## config.mk

```make
export PLATFORM = sky130hd
export DESIGN_NAME = adat_rx_interval_decoder
export DESIGN_NICKNAME = d
export VERILOG_FILES = /design/src/rtl/adat_rx_pkg.sv /design/src/rtl/adat_rx_interval_quantizer.sv /design/src/rtl/adat_rx_interval_decoder.sv
export SDC_FILE = /design/constraint.sdc
export NUM_CORES = 1
export LEC_CHECK = 0
export CORE_MARGIN = 4
export CORE_UTILIZATION = 45
export CTS_BUF_LIST = sky130_fd_sc_hd__clkbuf_8
export DETAILED_ROUTE_END_ITERATION = 10
export GPL_TIMING_DRIVEN = 0
export PLACE_DENSITY = 0.68
export SLEW_MARGIN = 25
export SYNTH_ARGS = -nofsm -noshare
export SYNTH_HDL_FRONTEND = slang
export SYNTH_SLANG_ARGS = --single-unit
```

## constraint.sdc

```tcl
create_clock -name i_clk -period 5.1 [get_ports i_clk]
set_input_delay 0.51 -clock i_clk [delete_from_list [all_inputs] [get_ports i_clk]]
set_output_delay 0.51 -clock i_clk [all_outputs]
set_load 0.05 [all_outputs]
```

## src/rtl/adat_rx_pkg.sv

```systemverilog
// Shared types and default sizing for the ADAT receive interval decoder.
package adat_rx_pkg;

    localparam int TIME_W      = 12;
    localparam int MAX_BITS    = 5;
    localparam int FRAME_SHIFT = 8;

    // Length of the ADAT sync gap in zero cells; the upstream mask covers it.
    localparam int SYNC_ZEROS  = 10;

    typedef logic [MAX_BITS-1:0] bit_run_t;
    typedef logic [2:0]          bit_cnt_t;

endpackage

```

## src/rtl/adat_rx_interval_quantizer.sv

```systemverilog
// Combinational quantizer: turns an edge-to-edge interval into a cell count.
// Thresholds sit at odd half-cells, so comparing against each one gives
// round-to-nearest with ties rounding up.
module adat_rx_interval_quantizer
    import adat_rx_pkg::*;
#(
    parameter int TIME_W      = adat_rx_pkg::TIME_W,
    parameter int MAX_BITS    = adat_rx_pkg::MAX_BITS,
    parameter int FRAME_SHIFT = adat_rx_pkg::FRAME_SHIFT
) (
    input  logic [TIME_W-1:0] i_edge_time,
    input  logic [TIME_W-1:0] i_frame_time,
    output bit_cnt_t          o_n,
    output logic              o_overrun
);

    localparam int TH_W = TIME_W + 3;
    // 11x frame time needs one bit more than the threshold width before the shift.
    localparam int PW   = TIME_W + 4;

    logic [TH_W-1:0] th [MAX_BITS+1];
    logic [MAX_BITS:0] ge;

    for (genvar k = 0; k <= MAX_BITS; k++) begin : g_th
        assign th[k] = TH_W'((PW'(2 * k + 1) * PW'(i_frame_time)) >> FRAME_SHIFT);
        assign ge[k] = ({3'b000, i_edge_time} >= th[k]);
    end

    // Count thresholds passed; only MAX_BITS are counted, so n saturates naturally.
    always_comb begin
        o_n = '0;
        for (int k = 0; k < MAX_BITS; k++) begin
            o_n = o_n + {2'b00, ge[k]};
        end
        o_overrun = ge[MAX_BITS];
    end

endmodule

```

## src/rtl/adat_rx_interval_decoder.sv

```systemverilog
// ADAT NRZI interval decoder: one decoded run (n-1 zeros then a one) per
// accepted edge, registered with one cycle of latency.
// Optional macro ADAT_RX_BIT_DECODER_ERR_EN adds o_err, a one-cycle pulse for
// overrun intervals and glitches seen while decoding is enabled.
module adat_rx_interval_decoder
    import adat_rx_pkg::*;
#(
    parameter int TIME_W      = adat_rx_pkg::TIME_W,
    parameter int MAX_BITS    = adat_rx_pkg::MAX_BITS,
    parameter int FRAME_SHIFT = adat_rx_pkg::FRAME_SHIFT
) (
    input  logic                i_clk,
    input  logic                i_rst,
    input  logic                i_edge,
    input  logic [TIME_W-1:0]   i_edge_time,
    input  logic [TIME_W-1:0]   i_frame_time,
    input  logic                i_sync_mask,
    output logic [MAX_BITS-1:0] o_bits,
    output bit_cnt_t            o_bit_count,
`ifdef ADAT_RX_BIT_DECODER_ERR_EN
    output logic                o_err,
`endif
    output logic                o_valid
);

    bit_cnt_t n;
    logic     overrun;
    logic     accept;
    logic     fire;

    adat_rx_interval_quantizer #(
        .TIME_W      (TIME_W),
        .MAX_BITS    (MAX_BITS),
        .FRAME_SHIFT (FRAME_SHIFT)
    ) u_quant (
        .i_edge_time  (i_edge_time),
        .i_frame_time (i_frame_time),
        .o_n          (n),
        .o_overrun    (overrun)
    );

    assign accept = i_edge & i_sync_mask;
    assign fire   = accept & (n != '0);

    // Output registers: new run on an accepted edge, otherwise hold with valid low.
    always_ff @(posedge i_clk) begin
        if (i_rst) begin
            o_valid     <= 1'b0;
            o_bits      <= '0;
            o_bit_count <= '0;
        end else begin
            o_valid <= fire;
            if (fire) begin
                // Newest bit is the one at bit 0; the preceding n-1 cells are zeros.
                o_bits      <= MAX_BITS'(1);
                o_bit_count <= n;
            end
        end
    end

`ifdef ADAT_RX_BIT_DECODER_ERR_EN
    // Error pulse: interval too long for a data run, or too short to be a cell.
    always_ff @(posedge i_clk) begin
        if (i_rst) begin
            o_err <= 1'b0;
        end else begin
            o_err <= accept & (overrun | (n == '0));
        end
    end
`else
    logic unused_overrun;
    assign unused_overrun = overrun;
`endif

endmodule

```

**Word level (Yosys, flattened, before mapping)**

Cells that the tools add are included.

- Output and inout bits: 9
- Register bits after elaboration: 5
- Logic and storage cells: 19

- Bitwise gates (word level): 2
- Reductions and logical operators: 1
- Add/subtract/negate cells: 4
- Magnitude comparators: 5
- Multiply operators: 4

Operators by type and width:

| cell | count |
|---|---|
| $mul A3 B12 Y15 const A | 2 |
| $ge A12 B7 Y1 | 2 |
| $mul A4 B12 Y16 const A | 1 |
| $mul A2 B12 Y14 const A | 1 |
| $ge A12 B4 Y1 | 1 |
| $ge A12 B6 Y1 | 1 |
| $ge A12 B8 Y1 | 1 |
| $add A3 B1 Y3 | 2 |
| $add A2 B1 Y3 | 1 |
| $reduce_bool A3 Y1 | 1 |
| $add A1 B1 Y2 | 1 |
| $and A1 B1 Y1 | 2 |

**Depth between registers and ports, before layout**

- Depth after elaboration: 8
- Mapped depth: 23
- Mapped depth without buffers: 23

**By module**

Synthesis repeated with hierarchy kept, for this count alone.

- Cell total of the unflattened synthesis: 383
- Area total of the unflattened synthesis: 3,469.6 sq um

By module, submodules not included:

| module | instances | cells an instance | sequential area each (sq um) | area each (sq um) |
|---|---|---|---|---|
| adat_rx_interval_quantizer | 1 | 357 | 0.0 | 3,213.1 |
| adat_rx_interval_decoder | 1 | 26 | 100.1 | 256.5 |

**Worst setup path after synthesis**

No wires, ideal clock.

- Path kind: input-to-reg
- Start point: input i_frame_time[4]
- End point: register o_bits[0]
- Data required time: 4,987 ps
- Slack: 396 ps
- Arrival: 4,591 ps
- Stages on the path: 21
- Path through: fa_1 > ha_1 > a21o_1 > a21o_1 > o2111ai_2 > a31oi_1 > o21a_1 > or2_1 > ha_1 > o21a_1 > o21ai_0 > a21oi_1 > nor3_1 > fa_1 > inv_1 > fa_1 > ha_1 > nor3_1 > nor2_1 > nor2_1 > nor2_1

- Longest elaborated chain between the ends: 8
- Elaborated cells on any way between the ends: 14
- Classes of those cells: add/sub: 4; mul: 4; order compare: 4; bitwise: 1; reduce/logical: 1

RTL lines:

| element | line | text |
|---|---|---|
| start: declaration | adat_rx_interval_decoder.sv:16 | `input logic [TIME_W-1:0] i_frame_time,` |
| $mul A2 B12 Y14 | adat_rx_interval_quantizer.sv:25 | `assign th[k] = TH_W'((PW'(2 * k + 1) * PW'(i_frame_time)) >> FRAME_SHIFT);` |
| $ge A12 B6 Y1 | adat_rx_interval_quantizer.sv:26 | `assign ge[k] = ({3'b000, i_edge_time} >= th[k]);` |
| $add A1 B1 Y2 | adat_rx_interval_quantizer.sv:33 | `o_n = o_n + {2'b00, ge[k]};` |
| $add A2 B1 Y3 | adat_rx_interval_quantizer.sv:33 |  |
| $add A3 B1 Y3 | adat_rx_interval_quantizer.sv:33 |  |
| $add A3 B1 Y3 (*) | adat_rx_interval_quantizer.sv:33 |  |
| net n[1] | adat_rx_interval_decoder.sv:26 | `bit_cnt_t n;` |
| $reduce_bool A3 Y1 (*) | adat_rx_interval_decoder.sv:43 | `assign fire = accept & (n != '0);` |
| $and A1 B1 Y1 (*) | adat_rx_interval_decoder.sv:43 |  |
| end signal: assignment | adat_rx_interval_decoder.sv:49 | `o_bits <= '0;` |
| end signal: assignment | adat_rx_interval_decoder.sv:55 | `o_bits <= MAX_BITS'(1);` |
| end: declaration | adat_rx_interval_decoder.sv:18 | `output logic [MAX_BITS-1:0] o_bits,` |

Mark *: on every way through the listed nets, which the timed path passes. The rest lies on a longest branch.
A chain may end at the register's enable or synchronous reset.

**Worst setup path after layout**

- Start point: input i_frame_time[4]
- End point: register o_bit_count[2]

- Longest elaborated chain between the ends: 8
- Elaborated cells on any way between the ends: 14
- Classes of those cells: add/sub: 4; mul: 4; order compare: 4; bitwise: 1; reduce/logical: 1

RTL lines:

| element | line | text |
|---|---|---|
| $mul A2 B12 Y14 | adat_rx_interval_quantizer.sv:25 |  |
| $ge A12 B6 Y1 | adat_rx_interval_quantizer.sv:26 |  |
| $add A1 B1 Y2 | adat_rx_interval_quantizer.sv:33 |  |
| $add A2 B1 Y3 | adat_rx_interval_quantizer.sv:33 |  |
| $add A3 B1 Y3 | adat_rx_interval_quantizer.sv:33 |  |
| $add A3 B1 Y3 (*) | adat_rx_interval_quantizer.sv:33 |  |
| net n[1] | adat_rx_interval_decoder.sv:26 |  |
| $reduce_bool A3 Y1 (*) | adat_rx_interval_decoder.sv:43 |  |
| $and A1 B1 Y1 (*) | adat_rx_interval_decoder.sv:43 |  |
| end signal: assignment | adat_rx_interval_decoder.sv:56 | `o_bit_count <= n;` |
| end: declaration | adat_rx_interval_decoder.sv:19 | `output bit_cnt_t o_bit_count,` |

Marks and branches as above.

==> report_table.html <==
<table>
<tr><th>Metric</th><th>Value</th></tr>
<tr><th colspan="2">Status</th></tr>
<tr><td>Outcome</td><td>complete, no violations</td></tr>
<tr><th colspan="2">Hold path</th></tr>
<tr><td>Number of cells on the worst hold path</td><td>2</td></tr>
<tr><td>Hold Crit Endpoint</td><td>o_bits[0]$_SDFFE_PP0P_</td></tr>
<tr><td>Hold wc startpoint</td><td>o_bits[0]$_SDFFE_PP0P_</td></tr>
<tr><td>Worst min path class</td><td>reg2reg</td></tr>
<tr><th colspan="2">Yosys</th></tr>
<tr><td>Area of the mapped netlist</td><td>2630 sq um</td></tr>
<tr><td>Portion of the post-synthesis area used by sequential elements</td><td>under 10%</td></tr>
<tr><td>Most area-hungry cell type in the Yosys netlist</td><td>sky130_fd_sc_hd__ha_1</td></tr>
<tr><td>Synthesized instance count</td><td>299</td></tr>
<tr><td>Proportion of register bits with asynchronous set or reset after synthesis</td><td>0%</td></tr>
<tr><td>Most used flip-flop cell after synthesis</td><td>sky130_fd_sc_hd__dfxtp_1</td></tr>
<tr><td>Top area cells in the synthesized netlist</td><td>sky130_fd_sc_hd__ha_1, sky130_fd_sc_hd__fa_1, sky130_fd_sc_hd__a21oi_1, sky130_fd_sc_hd__dfxtp_1, sky130_fd_sc_hd__o21ai_0</td></tr>
<tr><td>EDFF count, synth</td><td>0</td></tr>
<tr><td>Mean Syn Cell Area</td><td>8.796 sq um</td></tr>
<tr><td>Number of warning messages in the yosys log</td><td>0</td></tr>
<tr><td>Count of cell types in the netlist</td><td>42</td></tr>
<tr><td>Flip-flop and latch count after synthesis</td><td>5</td></tr>
<tr><td>Fraction of synthesized cell area taken by the top area cell type</td><td>approximately 43%</td></tr>
<tr><th colspan="2">Global route</th></tr>
<tr><td>Total global routing track utilization</td><td>15.15%</td></tr>
<tr><td>Total global routing overflow</td><td>0</td></tr>
<tr><td>Number of global-route vias before repair</td><td>2096</td></tr>
<tr><td>Global-route wire length before repair</td><td>9259 microns</td></tr>
<tr><td>Largest net degree at the start of global routing</td><td>12</td></tr>
<tr><td>Number of antenna violations at the first check in global routing</td><td>0</td></tr>
<tr><th colspan="2">Placed design</th></tr>
<tr><td>Detailed placer's ending HPWL</td><td>4581 microns</td></tr>
<tr><td>IO Port Bufs</td><td>32</td></tr>
<tr><td>Weighted congestion reported at the end of routability-driven placement</td><td>0.7881</td></tr>
<tr><td>Number of instances in the placed design</td><td>between 400 and 500</td></tr>
<tr><th colspan="2">Finish</th></tr>
<tr><td>Diode insertion count for antenna repair</td><td>0</td></tr>
<tr><td>Post-layout util</td><td>56.07%</td></tr>
<tr><td>Syn-to-layout area delta</td><td>18.84%</td></tr>
<tr><td>Post-layout nets</td><td>471</td></tr>
<tr><td>Proportion of layout cells with a drive suffix above 1</td><td>9.735%</td></tr>
<tr><td>Post-Layout Cell Count</td><td>411</td></tr>
<tr><td>Fill count</td><td>543</td></tr>
<tr><th colspan="2">Worst setup path</th></tr>
<tr><td>Worst reg2reg path endpoint</td><td>o_bit_count[1]$_SDFFE_PP0P_</td></tr>
<tr><td>Stage delay of the slowest cell on the critical path</td><td>490 ps</td></tr>
<tr><td>Worst-case reg-to-reg path depth</td><td>2</td></tr>
<tr><td>Sequence of cells on the critical path</td><td>buf_2 &gt; inv_1 &gt; fa_1 &gt; inv_1 &gt; ha_1 &gt; a21oi_2 &gt; a21oi_2 &gt; o2111ai_2 &gt; a31oi_2 &gt; o21a_1 &gt; or2_1 &gt; ha_1 &gt; o21a_1 &gt; o21ai_0 &gt; a21oi_1 &gt; nor3_2 &gt; fa_1 &gt; inv_2 &gt; fa_2 &gt; ha_4 &gt; o21ai_0 &gt; a22oi_1 &gt; nor2_1</td></tr>
<tr><td>Reg2Reg Launch Point</td><td>o_bit_count[1]$_SDFFE_PP0P_</td></tr>
<tr><td>Critical Path AT</td><td>4960 ps</td></tr>
<tr><td>CP Capture Type</td><td>flop</td></tr>
<tr><td>Total buffers and inverters traversed by the critical path</td><td>4</td></tr>
<tr><td>R2R setup slack</td><td>4480 ps</td></tr>
<tr><td>Crit path max-delay family</td><td>adder cells</td></tr>
<tr><td>Critical Path RT</td><td>5200 ps</td></tr>
<tr><td>Highest-delay cell along the critical path</td><td>sky130_fd_sc_hd__fa_1</td></tr>
<tr><td>Type of the setup path with the least slack</td><td>in2reg</td></tr>
<tr><td>Nature of the critical path startpoint</td><td>primary input</td></tr>
<tr><td>Highest fanout seen on the critical path</td><td>9</td></tr>
<tr><th colspan="2">Routing</th></tr>
<tr><td>Via density</td><td>5.462</td></tr>
<tr><td>Vias post-DR</td><td>around 2200</td></tr>
<tr><td>DRC violation count after routing</td><td>0</td></tr>
<tr><td>Total iterations of the first detailed-routing run</td><td>4</td></tr>
<tr><td>Number of DRC violations after detailed-routing iteration 0</td><td>34</td></tr>
<tr><td>Remaining antenna violation count</td><td>0</td></tr>
<tr><td>Total wirelength of the detailed-routed design</td><td>approximately 5300 microns</td></tr>
<tr><td>Routed wire per std cell</td><td>12.89 microns</td></tr>
<tr><th colspan="2">Floorplan</th></tr>
<tr><td>Placeable core region</td><td>5574 sq um</td></tr>
<tr><td>Number of top-level design ports</td><td>37</td></tr>
<tr><td>Vertical extent of the die</td><td>~84 microns</td></tr>
<tr><td>Full die area</td><td>7132 sq um</td></tr>
<tr><td>Cell Rows</td><td>27</td></tr>
<tr><td>Die X</td><td>roughly 84 microns</td></tr>
<tr><td>Starting utilization of the core area</td><td>between 40 and 50%</td></tr>
<tr><th colspan="2">CTS</th></tr>
<tr><td>Inserted Clock Buffers</td><td>3</td></tr>
<tr><td>Longest Clk Path Bufs</td><td>2</td></tr>
<tr><td>Later-pin clock latency in the skew report</td><td>220 ps</td></tr>
<tr><td>Clock-pin transition on the worst setup and hold timing paths</td><td>30 ps</td></tr>
<tr><td># clock sinks</td><td>5</td></tr>
<tr><td>TritonCTS clock tree</td><td>done</td></tr>
<tr><td>Clock H-tree levels</td><td>1</td></tr>
<tr><td>Number of buffers inserted by hold repair at cts</td><td>0</td></tr>
<tr><td>Clock Root Buffer</td><td>sky130_fd_sc_hd__clkbuf_8</td></tr>
<tr><th colspan="2">Power and ir drop</th></tr>
<tr><td>PD cells</td><td>155.1 nW/um^2</td></tr>
<tr><td>Leakage</td><td>1.524 nW</td></tr>
<tr><td>Worst VDD drop</td><td>0.1493 mV</td></tr>
<tr><th colspan="2">Timing</th></tr>
<tr><td>Worst clock skew</td><td>0 ps</td></tr>
<tr><td>Setup-failing EPs final</td><td>0</td></tr>
<tr><td>Max Slew Vio Count</td><td>0</td></tr>
<tr><td>Final hold violation count</td><td>0</td></tr>
<tr><td>Slew of the pin with the lowest slew margin</td><td>between 600 and 700 ps</td></tr>
<tr><td>Worst slew slack as a fraction of its limit</td><td>58.44%</td></tr>
<tr><td>Final clock period utilization by the worst path</td><td>between 90% and 100%</td></tr>
<tr><td>Final critical delay including setup and external delays</td><td>4860 ps</td></tr>
<tr><td>Highest attainable clock frequency</td><td>just over 200 MHz</td></tr>
<tr><th colspan="2">Job</th></tr>
<tr><td>Max capacitance violation total</td><td>0</td></tr>
</table>
-- cells in the mapped netlist (all sizes together), types with 2 or more instances --
cell type	count
ha	90
a21oi	20
o21ai	19
inv	18
nor2	17
fa	13
nor3	12
nand2b	11
a21o	9
nand2	9
o21a	7
xor2	7
nor2b	6
or2	6
xnor2	6
dfxtp	5
a22oi	4
buf	4
nand4	4
or3	4
a211oi	3
nor4	3
a221oi	2
a31oi	2
and2	2
nand3	2
o2111ai	2
-- cells by family after synthesis --
| family | Yosys count | share of synthesized area (%) |
|---|---|---|
| flops | 5 | 3.806 |
| fa+ha+maj | 103 | 52.71 |
| other cells | 1 | 0.1426 |
| xor+xnor | 13 | 4.329 |
| simple gates | 78 | 15.51 |
| buf+inv | 22 | 3.711 |
| compound gates | 77 | 19.79 |
-- routing by layer --
layer,wire length [microns],up-vias,track usage (%)
met4,40,0,3.022
met5,0,-,0
met1,2499,1022,19.24
met2,2582,32,27.69
met3,175,4,1.570
li1,-,1187,-
-- flip-flops by register name (all words and copies together), names as in the netlist --
signal       flops
o_bit_count      3
o_bits           1
o_valid          1
-- layout make-up --
class / instances / area, sq um / area share (%)
repair buffers: 33 / 304.0 / 9.728
clock buffers: 3 / 41.29 / 1.321
clock inverters: 1 / 3.754 / 0.1201
plain buffers: 4 / 30.03 / 0.9608
multi-input cells: 275 / 2489 / 79.62
flip-flops and latches: 5 / 100.1 / 3.203
inverters: 18 / 67.56 / 2.162
well taps: 72 / 90.09 / 2.882
-- what timing repair did --
action | CTS | global route
setup endpoints to repair | 5 | 5
resized for setup | 34 | 18
buffers inserted | 0 | 1
pin swaps | 0 | 5
-- how the worst max path moves through the flow --
stage / depth (start not counted) / start / end
after floorplan: 21 / i_frame_time[4] / o_bits[0]$_SDFFE_PP0P_
after global placement: 22 / i_frame_time[6] / o_bits[0]$_SDFFE_PP0P_
after detailed placement: 22 / i_frame_time[6] / o_bits[0]$_SDFFE_PP0P_
after CTS: 22 / i_frame_time[0] / o_bits[0]$_SDFFE_PP0P_
after global routing: 24 / i_frame_time[4] / o_bits[0]$_SDFFE_PP0P_
final: 23 / i_frame_time[4] / o_bit_count[2]$_SDFFE_PP0P_
-- cells in the final DEF, fill, tap and decap left out, types with 2 or more instances in the layout --
master / instances
sky130_fd_sc_hd__nor2_1: 17
sky130_fd_sc_hd__clkbuf_8: 3
sky130_fd_sc_hd__ha_1: 89
sky130_fd_sc_hd__xor2_1: 7
sky130_fd_sc_hd__or2_2: 4
sky130_fd_sc_hd__conb_1: 4
sky130_fd_sc_hd__or3_1: 4
sky130_fd_sc_hd__o21a_1: 7
sky130_fd_sc_hd__nand4_1: 4
sky130_fd_sc_hd__a211oi_1: 3
sky130_fd_sc_hd__a21oi_1: 18
sky130_fd_sc_hd__buf_4: 6
sky130_fd_sc_hd__clkbuf_4: 3
sky130_fd_sc_hd__a22oi_1: 4
sky130_fd_sc_hd__inv_1: 18
sky130_fd_sc_hd__nand2b_1: 11
sky130_fd_sc_hd__and2_1: 2
sky130_fd_sc_hd__a21o_1: 9
sky130_fd_sc_hd__nand3_1: 2
sky130_fd_sc_hd__xnor2_1: 6
sky130_fd_sc_hd__a221oi_2: 2
sky130_fd_sc_hd__clkbuf_2: 2
sky130_fd_sc_hd__nor3_1: 10
sky130_fd_sc_hd__nand2_1: 9
sky130_fd_sc_hd__nor2b_1: 6
sky130_fd_sc_hd__or2_1: 2
sky130_fd_sc_hd__fa_1: 12
sky130_fd_sc_hd__a21oi_2: 2
sky130_fd_sc_hd__nor4_1: 3
sky130_fd_sc_hd__o21ai_0: 18
sky130_fd_sc_hd__dlygate4sd2_1: 2
sky130_fd_sc_hd__clkdlybuf4s50_1: 21
sky130_fd_sc_hd__dfxtp_1: 5
-- stage by stage --
step / total power [mW] / TNS, ps / instance area [sq um] / setup WS (ps) / hold slack (ps)
detailed placement: 0.4122 / -3199 / 3052 / -762.5 / 459.3
global placement: 0.3998 / -2994 / 3052 / -729.4 / 458.8
finish: 0.4846 / 0 / 3126 / 240.3 / 460.4
floorplan: 0.3125 / 0 / 2641 / 395.6 / 582.4
global route: 0.5471 / -23.65 / 3126 / -23.22 / 492.1
CTS: 0.4869 / 0 / 3077 / 56.74 / 466.9
-- tightest hold or removal path, cell delays in order, from the launching register on --
cell and delay [ps]:
sky130_fd_sc_hd__dfxtp_1 310, sky130_fd_sc_hd__nor2_1 50, sky130_fd_sc_hd__nor2_1 60
-- power by group --
group	switching (mW)	internal (mW)
sequential	0.000857	0.0413
combinational	0.198	0.174
clock	0.0188	0.0515
(Power assumes the default switching activity.)
